--- src/rtl/ega_video_pkg.sv ---
// Shared EGA video definitions: default 640x350@70 timing, colour types
// used by the scan-out and palette blocks, and small timing helpers.
package ega_video_pkg;

  // Default 640x350@70 raster timing (pixels / lines).
  localparam int EGA_H_VISIBLE = 640;
  localparam int EGA_H_FRONT   = 16;
  localparam int EGA_H_SYNC    = 96;
  localparam int EGA_H_BACK    = 48;
  localparam int EGA_V_VISIBLE = 350;
  localparam int EGA_V_FRONT   = 37;
  localparam int EGA_V_SYNC    = 2;
  localparam int EGA_V_BACK    = 60;
  localparam int EGA_VRAM_ADDR_W = 17;

  // Ticks between a pixel's counter position and its appearance at the output.
  localparam int SCAN_DELAY = 3;

  typedef logic [3:0] palette_index_t;
  typedef logic [5:0] rgb6_t;

  // Counter regions, in raster order.
  typedef enum logic [1:0] {
    REGION_VISIBLE = 2'd0,
    REGION_FRONT   = 2'd1,
    REGION_SYNC    = 2'd2,
    REGION_BACK    = 2'd3
  } region_t;

  // Per-pixel attributes carried down the delay line alongside the fetch.
  // live=0 marks entries injected by reset so they never show a colour.
  typedef struct packed {
    logic live;
    logic blank;
    logic hsync_act;
    logic vsync_act;
    logic odd;
  } scan_tag_t;

  localparam scan_tag_t SCAN_TAG_FLUSH = '{
    live: 1'b0, blank: 1'b1, hsync_act: 1'b0, vsync_act: 1'b0, odd: 1'b0
  };

  function automatic int h_total(int vis, int fp, int sync, int bp);
    return vis + fp + sync + bp;
  endfunction

  function automatic int v_total(int vis, int fp, int sync, int bp);
    return vis + fp + sync + bp;
  endfunction

  function automatic int cnt_width(int total);
    return (total <= 2) ? 1 : $clog2(total);
  endfunction

  // Which region a counter value falls into, given the region widths.
  function automatic region_t region_of(int cnt, int vis, int fp, int sync);
    if (cnt < vis)             return REGION_VISIBLE;
    if (cnt < vis + fp)        return REGION_FRONT;
    if (cnt < vis + fp + sync) return REGION_SYNC;
    return REGION_BACK;
  endfunction

endpackage

--- src/rtl/ega_scanout_controller_if.sv ---
// VRAM read port between the scan-out controller (master) and the
// synchronous video RAM (slave). Read data is valid one clk after vram_rd.
interface ega_scanout_controller_if #(
  parameter int ADDR_W = 17
);
  logic              vram_rd;
  logic [ADDR_W-1:0] vram_addr;
  logic [7:0]        vram_rdata;

  modport master (output vram_rd, output vram_addr, input vram_rdata);
  modport slave  (input vram_rd, input vram_addr, output vram_rdata);
endinterface

--- src/rtl/ega_sync_counter.sv ---
// Horizontal/vertical raster counters with region decode and the
// end-of-visible-frame pulse. Counters advance only on pix_ce ticks.
module ega_sync_counter
  import ega_video_pkg::*;
#(
  parameter int H_VISIBLE = EGA_H_VISIBLE,
  parameter int H_FRONT   = EGA_H_FRONT,
  parameter int H_SYNC    = EGA_H_SYNC,
  parameter int H_BACK    = EGA_H_BACK,
  parameter int V_VISIBLE = EGA_V_VISIBLE,
  parameter int V_FRONT   = EGA_V_FRONT,
  parameter int V_SYNC    = EGA_V_SYNC,
  parameter int V_BACK    = EGA_V_BACK
) (
  input  logic    clk,
  input  logic    reset_n,
  input  logic    pix_ce,
  output region_t h_region,
  output region_t v_region,
  output logic    h_odd,
  output logic    frame_wrap,
  output logic    frame_done
);

  localparam int H_TOTAL = h_total(H_VISIBLE, H_FRONT, H_SYNC, H_BACK);
  localparam int V_TOTAL = v_total(V_VISIBLE, V_FRONT, V_SYNC, V_BACK);
  localparam int H_W = cnt_width(H_TOTAL);
  localparam int V_W = cnt_width(V_TOTAL);

  localparam logic [H_W-1:0] H_LAST     = H_W'(H_TOTAL - 1);
  localparam logic [V_W-1:0] V_LAST     = V_W'(V_TOTAL - 1);
  localparam logic [H_W-1:0] H_VIS_LAST = H_W'(H_VISIBLE - 1);
  localparam logic [V_W-1:0] V_VIS_LAST = V_W'(V_VISIBLE - 1);

  logic [H_W-1:0] h_cnt_reg;
  logic [V_W-1:0] v_cnt_reg;
  logic           frame_done_reg;
  logic           at_last_visible;

  // Region decode and wrap detection from the current counter values.
  always_comb begin
    h_region        = region_of(int'(h_cnt_reg), H_VISIBLE, H_FRONT, H_SYNC);
    v_region        = region_of(int'(v_cnt_reg), V_VISIBLE, V_FRONT, V_SYNC);
    h_odd           = h_cnt_reg[0];
    frame_wrap      = (h_cnt_reg == H_LAST) && (v_cnt_reg == V_LAST);
    at_last_visible = (h_cnt_reg == H_VIS_LAST) && (v_cnt_reg == V_VIS_LAST);
  end

  // Raster counters; v advances when h wraps. frame_done marks the clk
  // after the tick that leaves the last visible pixel.
  always_ff @(posedge clk) begin
    if (!reset_n) begin
      h_cnt_reg      <= '0;
      v_cnt_reg      <= '0;
      frame_done_reg <= 1'b0;
    end else begin
      frame_done_reg <= pix_ce && at_last_visible;
      if (pix_ce) begin
        if (h_cnt_reg == H_LAST) begin
          h_cnt_reg <= '0;
          v_cnt_reg <= (v_cnt_reg == V_LAST) ? '0 : v_cnt_reg + 1'b1;
        end else begin
          h_cnt_reg <= h_cnt_reg + 1'b1;
        end
      end
    end
  end

  assign frame_done = frame_done_reg;

endmodule

--- src/rtl/ega_scanout_controller.sv ---
// EGA raster scan-out: fetches packed 4-bpp bytes from VRAM (one read per
// two pixels), unpacks them high nibble first, and presents one palette
// index per pixel tick with sync/blank delayed to stay aligned.
// Optional feature macro: EGA_SCANOUT_BORDER_EN adds a border_index input
// shown during the porches (sync still shows 0).
module ega_scanout_controller
  import ega_video_pkg::*;
#(
  parameter int H_VISIBLE = EGA_H_VISIBLE,
  parameter int H_FRONT   = EGA_H_FRONT,
  parameter int H_SYNC    = EGA_H_SYNC,
  parameter int H_BACK    = EGA_H_BACK,
  parameter int V_VISIBLE = EGA_V_VISIBLE,
  parameter int V_FRONT   = EGA_V_FRONT,
  parameter int V_SYNC    = EGA_V_SYNC,
  parameter int V_BACK    = EGA_V_BACK,
  parameter bit HSYNC_POL = 1'b1,
  parameter bit VSYNC_POL = 1'b0,
  parameter int ADDR_W    = EGA_VRAM_ADDR_W
) (
  input  logic                            clk,
  input  logic                            reset_n,
  input  logic                            pix_ce,
  ega_scanout_controller_if.master        vram,
  output palette_index_t                  pixel_index,
  output logic                            hsync,
  output logic                            vsync,
  output logic                            blank,
  output logic                            frame_done
`ifdef EGA_SCANOUT_BORDER_EN
  ,
  input  palette_index_t                  border_index
`endif
);

  region_t h_region;
  region_t v_region;
  logic    h_odd;
  logic    frame_wrap;

  ega_sync_counter #(
    .H_VISIBLE (H_VISIBLE),
    .H_FRONT   (H_FRONT),
    .H_SYNC    (H_SYNC),
    .H_BACK    (H_BACK),
    .V_VISIBLE (V_VISIBLE),
    .V_FRONT   (V_FRONT),
    .V_SYNC    (V_SYNC),
    .V_BACK    (V_BACK)
  ) u_sync (
    .clk        (clk),
    .reset_n    (reset_n),
    .pix_ce     (pix_ce),
    .h_region   (h_region),
    .v_region   (v_region),
    .h_odd      (h_odd),
    .frame_wrap (frame_wrap),
    .frame_done (frame_done)
  );

  logic              visible;
  logic              fetch;
  logic [ADDR_W-1:0] addr_cnt_reg;
  logic              fetch_d1_reg;
  logic [7:0]        byte_q_reg;
  scan_tag_t         tag_now;
  scan_tag_t         tag_reg [SCAN_DELAY];
  palette_index_t    pixel_reg;
  palette_index_t    pixel_next;

  // Fetch strobe: one clk per byte, on the even pixel of each visible pair.
  always_comb begin
    visible = (h_region == REGION_VISIBLE) && (v_region == REGION_VISIBLE);
    fetch   = pix_ce && visible && !h_odd;
    tag_now = '{
      live:      1'b1,
      blank:     !visible,
      hsync_act: (h_region == REGION_SYNC),
      vsync_act: (v_region == REGION_SYNC),
      odd:       h_odd
    };
  end

  assign vram.vram_rd   = fetch;
  assign vram.vram_addr = addr_cnt_reg;

  // Linear byte address: bumps after every fetch, restarts at frame wrap,
  // so the address follows (y*H_VISIBLE+x)/2 without a multiplier.
  always_ff @(posedge clk) begin
    if (!reset_n) begin
      addr_cnt_reg <= '0;
    end else if (pix_ce) begin
      if (frame_wrap) begin
        addr_cnt_reg <= '0;
      end else if (fetch) begin
        addr_cnt_reg <= addr_cnt_reg + 1'b1;
      end
    end
  end

  // Capture the RAM byte on the tick after its fetch; the RAM holds its
  // output while idle, so slow pix_ce rates still see the right data.
  always_ff @(posedge clk) begin
    if (!reset_n) begin
      fetch_d1_reg <= 1'b0;
      byte_q_reg   <= '0;
    end else if (pix_ce) begin
      fetch_d1_reg <= fetch;
      if (fetch_d1_reg) begin
        byte_q_reg <= vram.vram_rdata;
      end
    end
  end

  // Attribute delay line; reset fills it with blank, non-live entries.
  always_ff @(posedge clk) begin
    if (!reset_n) begin
      for (int i = 0; i < SCAN_DELAY; i++) begin
        tag_reg[i] <= SCAN_TAG_FLUSH;
      end
    end else if (pix_ce) begin
      tag_reg[0] <= tag_now;
      for (int i = 1; i < SCAN_DELAY; i++) begin
        tag_reg[i] <= tag_reg[i-1];
      end
    end
  end

  // Nibble select for the pixel entering the output stage; uses byte_q
  // before this edge's reload, which is what the odd pixel needs.
  always_comb begin
    pixel_next = '0;
    if (tag_reg[SCAN_DELAY-2].live && !tag_reg[SCAN_DELAY-2].blank) begin
      pixel_next = tag_reg[SCAN_DELAY-2].odd ? byte_q_reg[3:0] : byte_q_reg[7:4];
    end
`ifdef EGA_SCANOUT_BORDER_EN
    if (tag_reg[SCAN_DELAY-2].live && tag_reg[SCAN_DELAY-2].blank &&
        !tag_reg[SCAN_DELAY-2].hsync_act && !tag_reg[SCAN_DELAY-2].vsync_act) begin
      pixel_next = border_index;
    end
`endif
  end

  // Output pixel register, advancing in step with the last delay stage.
  always_ff @(posedge clk) begin
    if (!reset_n) begin
      pixel_reg <= '0;
    end else if (pix_ce) begin
      pixel_reg <= pixel_next;
    end
  end

  assign pixel_index = pixel_reg;
  assign blank       = tag_reg[SCAN_DELAY-1].blank;
  assign hsync       = tag_reg[SCAN_DELAY-1].hsync_act ? HSYNC_POL : !HSYNC_POL;
  assign vsync       = tag_reg[SCAN_DELAY-1].vsync_act ? VSYNC_POL : !VSYNC_POL;

endmodule

--- src/flat_wrapper.sv ---
// flat-port wrapper written by rule: the top's interface ports become plain ports
module ega_scanout_controller_flat import ega_video_pkg::*;
#(
  parameter int H_VISIBLE = EGA_H_VISIBLE,
  parameter int H_FRONT   = EGA_H_FRONT,
  parameter int H_SYNC    = EGA_H_SYNC,
  parameter int H_BACK    = EGA_H_BACK,
  parameter int V_VISIBLE = EGA_V_VISIBLE,
  parameter int V_FRONT   = EGA_V_FRONT,
  parameter int V_SYNC    = EGA_V_SYNC,
  parameter int V_BACK    = EGA_V_BACK,
  parameter bit HSYNC_POL = 1'b1,
  parameter bit VSYNC_POL = 1'b0,
  parameter int ADDR_W    = EGA_VRAM_ADDR_W
)
  (clk, reset_n, pix_ce, pixel_index, hsync, vsync, blank, frame_done, vram_vram_rd, vram_vram_addr, vram_vram_rdata);
  ega_scanout_controller_if #(.ADDR_W(ADDR_W)) vram_i ();
  input  logic clk;
  input  logic reset_n;
  input  logic pix_ce;
  output palette_index_t pixel_index;
  output logic hsync;
  output logic vsync;
  output logic blank;
  output logic frame_done;
  output wire logic [$bits(vram_i.vram_rd)-1:0] vram_vram_rd;
  output wire logic [$bits(vram_i.vram_addr)-1:0] vram_vram_addr;
  input wire logic [$bits(vram_i.vram_rdata)-1:0] vram_vram_rdata;
  assign vram_vram_rd = vram_i.vram_rd;
  assign vram_vram_addr = vram_i.vram_addr;
  assign vram_i.vram_rdata = vram_vram_rdata;
  ega_scanout_controller #(.H_VISIBLE(H_VISIBLE), .H_FRONT(H_FRONT), .H_SYNC(H_SYNC), .H_BACK(H_BACK), .V_VISIBLE(V_VISIBLE), .V_FRONT(V_FRONT), .V_SYNC(V_SYNC), .V_BACK(V_BACK), .HSYNC_POL(HSYNC_POL), .VSYNC_POL(VSYNC_POL), .ADDR_W(ADDR_W)) u_core (.clk(clk), .reset_n(reset_n), .pix_ce(pix_ce), .vram(vram_i), .pixel_index(pixel_index), .hsync(hsync), .vsync(vsync), .blank(blank), .frame_done(frame_done));
endmodule
--- config.mk ---
export PLATFORM = sky130hd
export DESIGN_NAME = ega_scanout_controller_flat
export DESIGN_NICKNAME = d
export VERILOG_FILES = /design/src/rtl/ega_video_pkg.sv /design/src/rtl/ega_scanout_controller_if.sv /design/src/rtl/ega_sync_counter.sv /design/src/rtl/ega_scanout_controller.sv /design/src/flat_wrapper.sv
export SDC_FILE = /design/constraint.sdc
export NUM_CORES = 1
export LEC_CHECK = 0
export BUFFER_PORTS_ARGS = -buffer_cell sky130_fd_sc_hd__buf_2
export CAP_MARGIN = 10
export CORE_MARGIN = 4
export CORE_UTILIZATION = 52
export CTS_CLUSTER_DIAMETER = 150
export CTS_CLUSTER_SIZE = 16
export DETAILED_ROUTE_END_ITERATION = 7
export PLACE_DENSITY = 0.73
export SLEW_MARGIN = 20
export SYNTH_ARGS = -nofsm -noshare
export SYNTH_HDL_FRONTEND = slang
export SYNTH_SLANG_ARGS = --single-unit
--- constraint.sdc ---
create_clock -name clk -period 3.6 [get_ports clk]
set_input_delay 0.72 -clock clk [delete_from_list [all_inputs] [get_ports clk]]
set_output_delay 0.72 -clock clk [all_outputs]
set_load 0.1 [all_outputs]
==> reports/qor.yml, run 1 <==
clocking:
  clkSinkCount: 63
  postCtsSetupBuffers: 0
  h-tree-depth: 3
  clkSlewWorstSetupHoldPaths_ns: 0.07
  numCtsBuffers: 9
  clock_path_buffers: 2
  holdBufCountCts: 0
  ctsResizeCount: 0
  clockRootBuffer: "clkbuf_8"
  tritoncts: "built"
  clk_latency_ns: 0.33
sta:
  fin_tns_setup_ns: 0
  timing.slew.headroom_pct: 67.1
  setup_viol: 0
  rsz0062_at_grt: "false"
  period_needed_ns: 2.72
  final-max-slew-violation-count: 0
  tightest_slew_ns: 0.493
  hold_viol: 0
  fin_skew_ns: 0.00653
  fmax_mhz: 367
  timing.hold.ws_ns: 0.449
  min_period_over_period_pct: 75.7
setup_path:
  start_kind: "flop"
  endpoint_kind: "primary output"
  rrSetupSlack_ns: 1.45
  critPathTopFamily: "buffers and inverters"
  crit_chain: "o21ai_0, o2111ai_2, buf_4, or2_2, inv_1, buf_12"
  cp.arrival_ns: 2.00
  cp_max_fo: 32
  critical_path_class: "flop to primary output"
  cp_data_required_time_ns: 2.88
  max_stage_delay_ns: 0.38
  path_buf_inv: 3
  cp_slowest_cell: "dfxtp_1"
power:
  pwr-share-clk_pct: 41.7
  p_int_mw: 1.10
  p_switching_mw: 0.366
  vdd_drop_max_uv: 226
  netSwitchingFraction_pct: 24.9
  leakagePower_nw: 1.24
  combinationalPowerShare_pct: 7.2
  p_total_mw: 1.47
  power-per-cell-area_nw_per_um2: 432
  seq_power_share_pct: 51.1
hold_path:
  hold_path.class: "flop to flop"
grt:
  grt_pass1_vias: 2336
  grt_max_degree: 33
  grt_pass1_wl_mm: 10.6
  groute.usage.overall_pct: 18.3
  grt_overflow: 0
  antenna_found_initial: 0
finish:
  largest_reg_flops: 17
  diodes: 0
  fillCellCount: 482
  layout-drive-gt1-share_pct: 18.8
  synthToLayoutAreaGrowth_pct: 14.3
  finalNetCount: 373
route:
  postRouteWirelength_mm: 6.22
  viasPerCell: 5.71
  post_drt_wl_per_cell_um: 14.3
  drt_iter0_drc: 213
  vias: 2477
  drtPass1Iterations: 4
  drc: 0
  postRouteAntennaNets: 0
place:
  gp_congestion: 0.848
  port_buffers: 36
  dp_hpwl_mm: 4.23
logic_synthesis:
  syn_inst: 326
  synth_area_sq_um: 2980
  synth.most_common_cell: "dfxtp_1"
  synthTopCellsByArea: "dfxtp_1 34%, edfxtp_1 13%, nand3_1 4.0%"
  synth_edf_count: 13
  ys_ff_latch: 63
  yosysSeqAreaShare_pct: 46.8
  syn_nets: 342
  yosys.area.top_type: "dfxtp_1"
  avgSynthCellArea_sq_um: 9.13
  synth_warnings: 0
  dominantRegCellSynth: "dfxtp_1"
  synthArstFlopShare_pct: 0
  synth_top_area_share_pct: 33.6
  synth.distinct_cells: 51
  synth_common_cells: "50 x dfxtp_1, 31 x nand2_1, 24 x nand3_1"
die:
  dieArea_sq_um: 7000
  start_util_pct: 53.7
  pin_count: 37
  die_x_um: 83.6
  core_sq_um: 5540
  row_count: 27
  floorplan.die.height_um: 83.6
outcome:
  status: "complete, no violations"
run:
  maxCapViolCount: 0
-- worst paths after layout --
kind                               from                    endpoint  cells past startpoint
max          u_core.u_sync.h_cnt_reg[7]                vram_vram_rd                      6
min               u_core.pixel_index[1]       u_core.pixel_index[1]                      2
max reg2reg  u_core.u_sync.h_cnt_reg[0]  u_core.u_sync.v_cnt_reg[6]                      5
min reg2reg       u_core.pixel_index[1]       u_core.pixel_index[1]                      2
-- metrics by stage --
step / utilization (%) / worst slack [ns] / area (sq um) / cells
after floorplan: - / 0.715 / 2980 / 326
after global placement: 57.9 / 1.07 / 3210 / 418
after detailed placement: 57.9 / 1.06 / 3210 / 418
after CTS: 61.4 / 0.846 / 3400 / 434
after global routing: 61.4 / 0.764 / 3400 / 434
final: 61.4 / 0.876 / 3400 / 434
-- placed cells by master (no fill, tap or decap), drive strengths merged, types with 4 or more instances in the layout --
cell type,instances
clkinv,4
dfxtp,50
nor2,16
edfxtp,13
xnor2,8
nor4,5
o21ai,13
a21boi,12
xor2,4
o31ai,14
nand3,24
inv,14
ha,5
and2,6
mux2i,5
and3,10
clkbuf,10
buf,39
nand4,9
or4,14
nand2,31
a21oi,20
-- power by group through the flow --
stage                     combinational, mW  clock (mW)  sequential (mW)
after global routing                  0.115       0.655            0.752
final                                 0.106       0.612            0.750
after CTS                             0.107       0.628            0.750
after detailed placement              0.106           0            0.766
after global placement                0.105           0            0.765
after floorplan                      0.0613           0            0.782
-- final cells by class --
cell class                 count  area [sq um]  share of cell area (%)
inverter                      13          48.8                    1.43
timing repair buffer          39           218                    6.40
sequential                    63          1390                    40.9
tap                           72          90.1                    2.65
clock buffer                  10           138                    4.05
clock inverter                 6          58.8                    1.73
multi-input combinational    231          1460                    42.8
-- worst reg2reg max path: stages, from the launching register on --
cell     delay [ns]
dfxtp_1        0.42
ha_1           0.27
and4_1         0.28
nand4_1        0.25
or4b_2         0.67
a21oi_1        0.18
-- cell families (layout without fill, tap and decap cells) --
| logic type | Yosys count | count (layout) | synth area share [%] |
|---|---|---|---|
| flops | 63 | 63 | 46.8 |
| fa+ha+maj | 5 | 5 | 2.10 |
| simple gates | 141 | 141 | 26.7 |
| buf+inv | 32 | 68 | 4.46 |
| compound gates | 68 | 68 | 14.8 |
| mux | 5 | 5 | 1.68 |
| xor+xnor | 12 | 12 | 3.53 |
-- metal layers --
| metal | GRT usage [%] | wire, um | vias to the layer above | share of wire, % |
|---|---|---|---|---|
| met1 | 24.4 | 3050 | 1169 | 49 |
| li1 | - | - | 1254 | - |
| met4 | 7.46 | 75 | 0 | 1.2 |
| met5 | 0 | 0 | - | 0 |
| met2 | 28.3 | 2840 | 45 | 46 |
| met3 | 4.84 | 260 | 9 | 4.2 |
(Power assumes the default switching activity.)
==> inputs of run 2 (changes only) <==
- ABC_AREA: unset -> 1
- PLACE_DENSITY: 0.73 -> 0.75
- clock period: 3.6 -> 2.5 ns (I/O delays scaled with it)
==> reports/qor.yml, run 2 <==
hold_path:
  hold_path.class: "input pin to flop"  # was flop to flop
  min_from: "vram_vram_rdata[3]"  # was u_core.pixel_index[1]
logic_synthesis:
  avgSynthCellArea_sq_um: 7.28  # was 9.13 sq um
  synth_area_sq_um: 3280  # was 2980 sq um
  ys_ff_latch: 63  # unchanged
  synth_top_area_share_pct: 30.5  # was 33.6%
  dominantRegCellSynth: "dfxtp_1"  # unchanged
  yosys.area.top_type: "dfxtp_1"  # unchanged
  synthArstFlopShare_pct: 0  # unchanged
  synth.distinct_cells: 41  # was 51
  syn_inst: 450  # was 326
  synth_edf_count: 13  # unchanged
  synth_common_cells: "95 x nand2_1, 89 x nor2_1, 50 x dfxtp_1"  # was 50 x dfxtp_1, 31 x nand2_1, 24 x nand3_1
  synth_warnings: 0  # unchanged
  synthTopCellsByArea: "dfxtp_1 31%, edfxtp_1 12%, nand2_1 11%"  # was dfxtp_1 34%, edfxtp_1 13%, nand3_1 4.0%
  syn_nets: 466  # was 342
  yosysSeqAreaShare_pct: 42.5  # was 46.8%
  synth.most_common_cell: "nand2_1"  # was dfxtp_1
finish:
  diodes: 0  # unchanged
  mostFrequentLayoutCell: "nand2_1"  # was dfxtp_1
  utilization_pct: 62.0  # was 61.4%
  final_cell_mix: "95 x nand2_1, 89 x nor2_1, 50 x dfxtp_1"  # was 50 x dfxtp_1, 35 x buf_2, 31 x nand2_1
  layout-drive-gt1-share_pct: 18.4  # was 18.8%
  largest_reg_flops: 17  # unchanged
  finalNetCount: 506  # was 373
  layoutNonFillerInstCount: 570  # was 434
  synthToLayoutAreaGrowth_pct: 13.9  # was 14.3%
  final_cell_area_sq_um: 3730  # was 3400 sq um
  fillCellCount: 557  # was 482
place:
  place_inst: 554  # was 418
  dp_hpwl_mm: 5.08  # was 4.23 mm
  placed_area_sq_um: 3520  # was 3210 sq um
  port_buffers: 36  # unchanged
  pre_cts_slack_ns: 0.504  # was 1.06 ns
  gp_congestion: 0.895  # was 0.848
route:
  vias: 2941  # was 2,477
  drtPass1Iterations: 5  # was 4
  postRouteWirelength_mm: 7.21  # was 6.22 mm
  post_drt_wl_per_cell_um: 12.7  # was 14.3 um
  drt_iter0_drc: 141  # was 213
  viasPerCell: 5.16  # was 5.71
  postRouteAntennaNets: 0  # unchanged
  drc: 0  # unchanged
run:
  maxCapViolCount: 0  # unchanged
setup_path:
  critPathTopFamily: "simple AND/OR/NAND/NOR gates"  # was buffers and inverters
  cp_max_fo: 5  # was 32
  r2r_end: "u_core.vram.vram_addr[2]"  # was u_core.u_sync.v_cnt_reg[6]
  crit_top_cell: "nand2_1"
  r2r_start: "u_core.u_sync.v_cnt_reg[0]"  # was u_core.u_sync.h_cnt_reg[0]
  critical_path_class: "flop to primary output"  # unchanged
  max_stage_delay_ns: 0.44  # was 0.38 ns
  start_kind: "flop"  # unchanged
  crit_chain: "nand2_1, nor2_1, nand2_1, nand4_2, inv_1, buf_12"  # was o21ai_0, o2111ai_2, buf_4, or2_2, inv_1, buf_12
  cp_data_required_time_ns: 2.00  # was 2.88 ns
  path_buf_inv: 2  # was 3
  cp.arrival_ns: 1.68  # was 2.00 ns
  endpoint_kind: "primary output"  # unchanged
  crit_start: "u_core.u_sync.v_cnt_reg[2]"  # was u_core.u_sync.h_cnt_reg[7]
  endpoint: "vram_vram_rd"  # unchanged
  cp.depth: 6  # unchanged
  r2r_cells: 9  # was 5
  cp_slowest_cell: "dfxtp_1"  # unchanged
  rrSetupSlack_ns: 0.62  # was 1.45 ns
sta:
  period_needed_ns: 2.18
  rsz0062_at_grt: "false"  # unchanged
  fin_skew_ns: 0.00825  # was 0.00653 ns
  tightest_slew_ns: 0.525  # was 0.493 ns
  final-max-slew-violation-count: 0  # unchanged
  hold_viol: 0  # unchanged
  fmax_mhz: 459
  min_period_over_period_pct: 87.2
  fin_tns_setup_ns: 0  # unchanged
  setup_viol: 0  # unchanged
  timing.hold.ws_ns: 0.404  # was 0.449 ns
  timing.slew.headroom_pct: 64.9  # was 67.1%
  setup_ws_ns: 0.320  # was 0.876 ns
clocking:
  clockRootBuffer: "clkbuf_8"  # unchanged
  numCtsBuffers: 9  # unchanged
  clock_path_buffers: 2  # unchanged
  tritoncts: "built"  # unchanged
  clkSlewWorstSetupHoldPaths_ns: 0.07  # about the same
  clkSinkCount: 63  # unchanged
  clk_latency_ns: 0.35  # was 0.33 ns
  postCtsSetupBuffers: 0  # unchanged
  ctsResizeCount: 0  # unchanged
  holdBufCountCts: 0  # unchanged
  h-tree-depth: 3  # unchanged
die:
  pin_count: 37  # unchanged
  core_sq_um: 6030  # was 5540 sq um
  die_x_um: 87.4  # was 83.6 um
  row_count: 28  # was 27
  dieArea_sq_um: 7640  # was 7000 sq um
  start_util_pct: 54.4  # was 53.7%
  floorplan.die.height_um: 87.4  # was 83.6 um
grt:
  grt_max_degree: 21  # was 33
  grt_pass1_wl_mm: 12.4  # was 10.6 mm
  antenna_found_initial: 0  # unchanged
  grt_overflow: 0  # unchanged
  groute.usage.overall_pct: 20.6  # was 18.3%
  grt_pass1_vias: 2796  # was 2,336
power:
  vdd_drop_max_uv: 324  # was 226 uV
  power-per-cell-area_nw_per_um2: 590  # was 432 nW/um^2
  p_total_mw: 2.20  # was 1.47 mW
  leakagePower_nw: 1.46  # was 1.24 nW
outcome:
  status: "complete, no violations"  # unchanged
==> run 2: cell type report <==
type                            count  area, sq um  share of cell area [%]
Clock buffer                       10          128                    3.42
Clock inverter                      6         85.1                    2.28
Multi-Input combinational cell    323         1620                    43.3
Inverter                           55          209                    5.60
Timing Repair Buffer               38          210                    5.63
Tap cell                           75         93.8                    2.51
Sequential cell                    63         1390                    37.3
==> run 2: kinds of logic (layout without fill, tap and decap cells) <==
logic type	after synthesis	count (layout)	share of synthesized area, %
buffers and inverters	64	109	8.21
AO/OA/AOI/OAI	49	49	8.55
multiplexers	4	4	1.22
AND/OR/NAND/NOR	259	259	36.0
XOR/XNOR	6	6	1.60
flip-flops	63	63	42.5
adder cells (fa/ha/maj)	5	5	1.91
==> run 2: per-layer routing <==
metal / GRT usage, % / wire (um) / up-vias
met5: 0 / 0 / -
met4: 6.69 / 123 / 0
met3: 5.01 / 396 / 13
met2: 33.6 / 3370 / 64
met1: 26.6 / 3320 / 1330
li1: - / - / 1534
==> run 2: power by group <==
group | internal (mW) | total [mW] | switching (mW) | leakage [nW]
Clock | 0.558 | 0.968 | 0.410 | 0.102
Sequential | 1.06 | 1.08 | 0.0154 | 0.540
Combinational | 0.0393 | 0.159 | 0.120 | 0.819
Total | 1.66 | 2.20 | 0.545 | 1.46
==> run 2: how the worst min path moves through the flow <==
stage | slack, ns | end | depth (start not counted)
after global routing | 0.44 | u_core.byte_q_reg[7] | 3
final | 0.40 | u_core.byte_q_reg[3] | 3
after detailed placement | 0.47 | u_core.fetch_d1_reg | 2
after floorplan | 0.44 | u_core.fetch_d1_reg | 2
after CTS | 0.40 | u_core.byte_q_reg[3] | 3
after global placement | 0.46 | u_core.byte_q_reg[7] | 2
==> run 2: worst min-delay path, delay by kind of cell <==
kind            cells  cell delay (ns)
compound gates      1             0.07
buf+inv             1             0.08
simple gates        1             0.07
